$ cat config.mk
export PLATFORM = sky130hd
export DESIGN_NAME = imem_loader
export DESIGN_NICKNAME = d
export VERILOG_FILES = /design/src/rtl/imem_loader_pkg.sv /design/src/rtl/imem_loader_wr_reg.sv /design/src/rtl/imem_loader.sv
export SDC_FILE = /design/constraint.sdc
export NUM_CORES = 1
export LEC_CHECK = 0
export ABC_AREA = 0
export BUFFER_PORTS_ARGS = -buffer_cell sky130_fd_sc_hd__buf_2
export CAP_MARGIN = 30
export CORE_MARGIN = 10
export CORE_UTILIZATION = 30
export CTS_BUF_LIST = sky130_fd_sc_hd__clkbuf_4 sky130_fd_sc_hd__clkbuf_8
export DETAILED_ROUTE_END_ITERATION = 6
export SYNTH_ARGS = -nofsm -noshare
export SYNTH_HDL_FRONTEND = slang
export SYNTH_SLANG_ARGS = --single-unit
$ cat constraint.sdc
create_clock -name clk -period 2.6 [get_ports clk]
set_clock_uncertainty 0.15 [all_clocks]
set_input_delay 0.39 -clock clk [delete_from_list [all_inputs] [get_ports clk]]
set_output_delay 0.39 -clock clk [all_outputs]
set_load 0.02 [all_outputs]
$ cat src/rtl/imem_loader_pkg.sv
// Shared sizes and address helper for the instruction-memory loader.
// ISIZE is the instruction/address width used by the fetch path.
package imem_loader_pkg;

   localparam int ISIZE        = 32;
   localparam int LOADER_DEPTH = 256;

   function automatic logic [ISIZE-1:0] word_addr(
      input logic [ISIZE-1:0] base,
      input logic [ISIZE-1:0] idx,
      input logic [ISIZE-1:0] step
   );
      return base + idx * step;
   endfunction

endpackage

$ cat src/rtl/imem_loader_wr_reg.sv
// Registered write port toward the instruction memory.
// Address and data hold their last value between writes.
module imem_loader_wr_reg
   import imem_loader_pkg::*;
#(
   parameter logic [ISIZE-1:0] BASE_ADDR = '0
) (
   input  logic             clk,
   input  logic             rst,
   input  logic             wr_i,
   input  logic [ISIZE-1:0] addr_i,
   input  logic [ISIZE-1:0] data_i,
   output logic             wen_o,
   output logic [ISIZE-1:0] addr_o,
   output logic [ISIZE-1:0] data_o
);

   logic             wen_q;
   logic [ISIZE-1:0] addr_q;
   logic [ISIZE-1:0] data_q;

   always_ff @(posedge clk or posedge rst) begin
      if (rst) begin
         wen_q  <= 1'b0;
         addr_q <= BASE_ADDR;
         data_q <= '0;
      end else begin
         wen_q <= wr_i;
         if (wr_i) begin
            addr_q <= addr_i;
            data_q <= data_i;
         end
      end
   end

   assign wen_o  = wen_q;
   assign addr_o = addr_q;
   assign data_o = data_q;

endmodule

$ cat src/rtl/imem_loader.sv
// Streams a program image into instruction memory and holds the
// core in reset until the whole image has been written.
module imem_loader
   import imem_loader_pkg::*;
#(
   parameter int unsigned      DEPTH     = LOADER_DEPTH,
   parameter logic [ISIZE-1:0] BASE_ADDR = '0,
   parameter logic [ISIZE-1:0] ADDR_STEP = ISIZE'(1),
   parameter int unsigned      CNT_W     = 9
) (
   input  logic             clk,
   input  logic             rst,
   input  logic             start,
   input  logic             in_valid,
   input  logic [ISIZE-1:0] in_data,
   input  logic             in_last,
   output logic             in_ready,
   output logic             mem_wen,
   output logic [ISIZE-1:0] mem_addr,
   output logic [ISIZE-1:0] mem_data,
   output logic             cpu_rst,
   output logic             done,
   output logic             err,
   output logic [CNT_W-1:0] word_count
);

   localparam logic [2:0] ST_IDLE  = 3'd0;
   localparam logic [2:0] ST_LOAD  = 3'd1;
   localparam logic [2:0] ST_FLUSH = 3'd2;
   localparam logic [2:0] ST_DONE  = 3'd3;
   localparam logic [2:0] ST_ERR   = 3'd4;

   typedef enum logic [2:0] {
      S_IDLE  = ST_IDLE,
      S_LOAD  = ST_LOAD,
      S_FLUSH = ST_FLUSH,
      S_DONE  = ST_DONE,
      S_ERR   = ST_ERR
   } ld_state_e;

   localparam logic [CNT_W-1:0] LAST_IDX = CNT_W'(DEPTH - 1);

   ld_state_e        state_q, state_d;
   logic [CNT_W-1:0] cnt_q, cnt_d;
   logic             done_q, cpu_rst_q, err_q;
   logic             accept;
   logic [ISIZE-1:0] wr_addr;

   assign in_ready = (state_q == S_LOAD);
   assign accept   = in_valid & in_ready;
   assign wr_addr  = word_addr(BASE_ADDR, ISIZE'(cnt_q), ADDR_STEP);

   always_comb begin
      state_d = state_q;
      cnt_d   = cnt_q;
      unique case (state_q)
         S_IDLE, S_DONE, S_ERR: begin
            if (start) begin
               state_d = S_LOAD;
               cnt_d   = '0;
            end
         end
         S_LOAD: begin
            if (accept) begin
               cnt_d = cnt_q + 1'b1;
               if (in_last) begin
                  state_d = S_FLUSH;
               end else if (cnt_q == LAST_IDX) begin
                  state_d = S_ERR;
               end
            end
         end
         S_FLUSH: state_d = S_DONE;
         default: state_d = S_IDLE;
      endcase
   end

   // Status flags are registered from the next state so they
   // change on the same edge as the state itself.
   always_ff @(posedge clk or posedge rst) begin
      if (rst) begin
         state_q   <= S_IDLE;
         cnt_q     <= '0;
         done_q    <= 1'b0;
         cpu_rst_q <= 1'b1;
         err_q     <= 1'b0;
      end else begin
         state_q   <= state_d;
         cnt_q     <= cnt_d;
         done_q    <= (state_d == S_DONE);
         cpu_rst_q <= (state_d != S_DONE);
         err_q     <= (state_d == S_ERR);
      end
   end

   imem_loader_wr_reg #(
      .BASE_ADDR(BASE_ADDR)
   ) u_wr_reg (
      .clk   (clk),
      .rst   (rst),
      .wr_i  (accept),
      .addr_i(wr_addr),
      .data_i(in_data),
      .wen_o (mem_wen),
      .addr_o(mem_addr),
      .data_o(mem_data)
   );

   assign cpu_rst    = cpu_rst_q;
   assign done       = done_q;
   assign err        = err_q;
   assign word_count = cnt_q;

endmodule
==> reports/metrics.cfg <==
[outcome]
status = completed

[synth]
synth-edff-count = 0
synth_cell_types = 31
yosysTopAreaCellShare_pct = 55.3
syn_avg_cell_area_um2 = 12.9
synth_area_leaders = dfrtp_1 55%, mux2_2 16%, buf_4 6.8%
ys_ff_latch = 57
ys.flop_type = dfrtp_1
async_reset_ff_share_pct = 100
syn_area_um2 = 2530
yosys.area.top_type = dfrtp_1
yosysWarnings = 0
syn_inst = 196
ys_seq_area_share_pct = 56.3

[global_routing]
grt_use_total_pct = 9.59
overflow = 0
first_global_vias = 1910
grt_max_degree = 30
antenna_found_initial = 0
grt_pass1_wl_mm = 9.85

[clock_network]
clock_latency_ps = 330
root_buffer = clkbuf_8
cts_tree = built
post_cts.resized_instances = 0
htree_levels = 3
post_cts_buffers = 0
cts_buffers = 9
cts_max_path_buffers = 2
cts_hold_buffers = 1
clock-sinks = 57
path_clk_slew_ps = 70

[final_layout]
design_area_um2 = 3260
drive_gt1_share_pct = 51.3
multi_input_area_um2 = 935
num-fill-cells = 810
nets = 332
syn_to_final_growth_pct = 28.6
n_antenna_cell = 0
ff_latch_area_um2 = 1430

[route]
num_vias = 1759
drtAntennaViolNets = 0
drt_iter0_markers = 71
drc_errors = 0
wl_per_cell_um = 14.9
drt-pass1-iter-count = 4
vias_per_cell = 4.36
wirelength_mm = 5.99

[die]
die-area_um2 = 12500
start_util_pct = 30.8
fp.dieW_um = 112
io_pins = 115
rows = 33
dieHeight_um = 112
core-area_um2 = 8220

[pwr]
p_switching_mw = 1.45
p_clk_share_pct = 25.4
total_leakage_power_nw = 1.63
swShare_pct = 36.6
seq_power_share_pct = 36.1
ir_worst_vdd_uv = 421
p_comb_share_pct = 38.5
p_total_mw = 3.95
p_int_mw = 2.50
cellPowerDensity_nw_per_um2 = 1210

[worst_setup_path]
crit_path_end_kind = output pin
rrSetupSlack_ps = 710
r2r_start = word_count[0]
rr_endpoint = state_q[0]
r2r_cells = 7
crit_type = flop to output pin
slowest_delay_ps = 520
endpoint = in_ready
required_ps = 2060
startpoint = state_q[0]
slowest_stage = dfrtp_1
critPathMaxFanout = 10
crit_chain = nor3b_1 > buf_2
start_kind = flop
cp.arrival_ps = 1510

[worst_hold_path]
worstHoldPathType = primary input to flop
hold_start = in_data[20]

[placement]
gp_congestion = 0.709
place_area_um2 = 3010
dp_hpwl_mm = 4.60
numPortBuffers = 91

[timing]
slew_violations = 0
finalCritPeriodShare_pct = 79.0
finalSetupTns_ps = 0
finalCriticalPeriod_ps = 2050
final-hold-violation-count = 0
rsz0062_at_grt = false
setup_viol = 0
timing.fmax_mhz = 487

[run]
maxCapViolCount = 0

-- cells in the mapped netlist, types with 2 or more instances --
| library cell | instances |
|---|---|
| inv_1 | 7 |
| o21ai_0 | 9 |
| a21oi_1 | 6 |
| or3_1 | 2 |
| nand2_1 | 9 |
| dfrtp_1 | 56 |
| mux2_2 | 36 |
| mux2i_1 | 6 |
| nand2b_1 | 3 |
| clkbuf_1 | 2 |
| buf_6 | 2 |
| nand3b_1 | 3 |
| nor3_1 | 2 |
| mux2_1 | 2 |
| nand4b_1 | 3 |
| buf_4 | 23 |
| ha_1 | 2 |
| nand3_1 | 6 |
| buf_2 | 5 |
-- metal layers --
metal	GRT usage (%)	up-vias	part of all wire, %
li1	-	826	-
met2	14.1	79	45
met3	5.80	12	12
met4	3.86	0	1.4
met5	0	-	0
met1	11.1	842	42
-- critical path: cells and delay by family (launching register included) --
kind | cells | cell delay [ps]
simple gates | 1 | 420
buf+inv | 1 | 250
flops | 1 | 520
-- through the flow --
step | setup slack (ps) | hold WS [ps] | utilization, % | cells
after floorplan | 662 | 331 | - | 218
after global placement | 788 | 237 | 36.6 | 386
after detailed placement | 738 | 239 | 36.6 | 386
after CTS | 532 | 111 | 39.7 | 403
after global routing | 417 | 112 | 39.7 | 403
final | 547 | 125 | 39.7 | 403
-- cell families (layout without fill, tap and decap cells) --
kind of cell / Yosys count / after routing / share of synthesized area [%]
AO/OA/AOI/OAI: 16 / 16 / 3.26
other: 1 / 23 / 0.148
multiplexers: 44 / 44 / 19.3
flip-flops: 57 / 57 / 56.3
buffers and inverters: 39 / 119 / 10.0
adder cells (fa/ha/maj): 2 / 2 / 0.987
AND/OR/NAND/NOR: 37 / 37 / 9.98
-- flip-flops by register name (all words and copies together) (netlist names) --
signal / cells
u_wr_reg.wen_o: 1
word_count: 9
cpu_rst: 1
u_wr_reg.addr_o: 9
u_wr_reg.data_o: 32
err: 1
done: 1
state_q: 3
-- layout make-up --
| cell class | count | share of cell area [%] |
|---|---|---|
| flip-flops and latches | 57 | 43.8 |
| repair buffers | 96 | 15.2 |
| well taps | 105 | 4.03 |
| inverters | 7 | 0.806 |
| clock buffers | 10 | 4.22 |
| multi-input cells | 122 | 28.7 |
| clock inverters | 6 | 3.23 |
-- placed cells by master, fill, tap and decap left out, types with 2 or more instances in the layout --
cell type,n
nand3b_1,3
conb_1,23
nand2_1,9
or3_1,2
o21ai_0,9
nand2b_1,3
mux2_2,36
mux2_1,2
dfrtp_1,56
clkbuf_8,10
clkinv_2,3
ha_1,2
bufinv_16,3
buf_2,91
mux2i_1,6
inv_1,6
nand4b_1,3
buf_4,4
a21oi_1,6
nor3_1,2
nand3_1,6
-- power by group through the flow --
| stage | combinational (mW) | sequential [mW] | clock (mW) |
|---|---|---|---|
| after floorplan | 0.705 | 1.81 | 0 |
| after global placement | 1.54 | 1.42 | 0 |
| after detailed placement | 1.55 | 1.45 | 0 |
| after CTS | 1.56 | 1.43 | 1.04 |
| after global routing | 1.65 | 1.48 | 1.08 |
| final | 1.52 | 1.43 | 1.00 |
-- worst min-delay path by stage --
stage	cells past startpoint	slack, ps	end
floorplan	1	330	state_q[1]
global placement	2	240	u_wr_reg.data_o[1]
detailed placement	2	240	u_wr_reg.data_o[31]
CTS	2	110	u_wr_reg.data_o[20]
global route	2	110	u_wr_reg.data_o[12]
finish	2	130	u_wr_reg.data_o[20]
No activity file was read; power rests on OpenSTA's default activity.
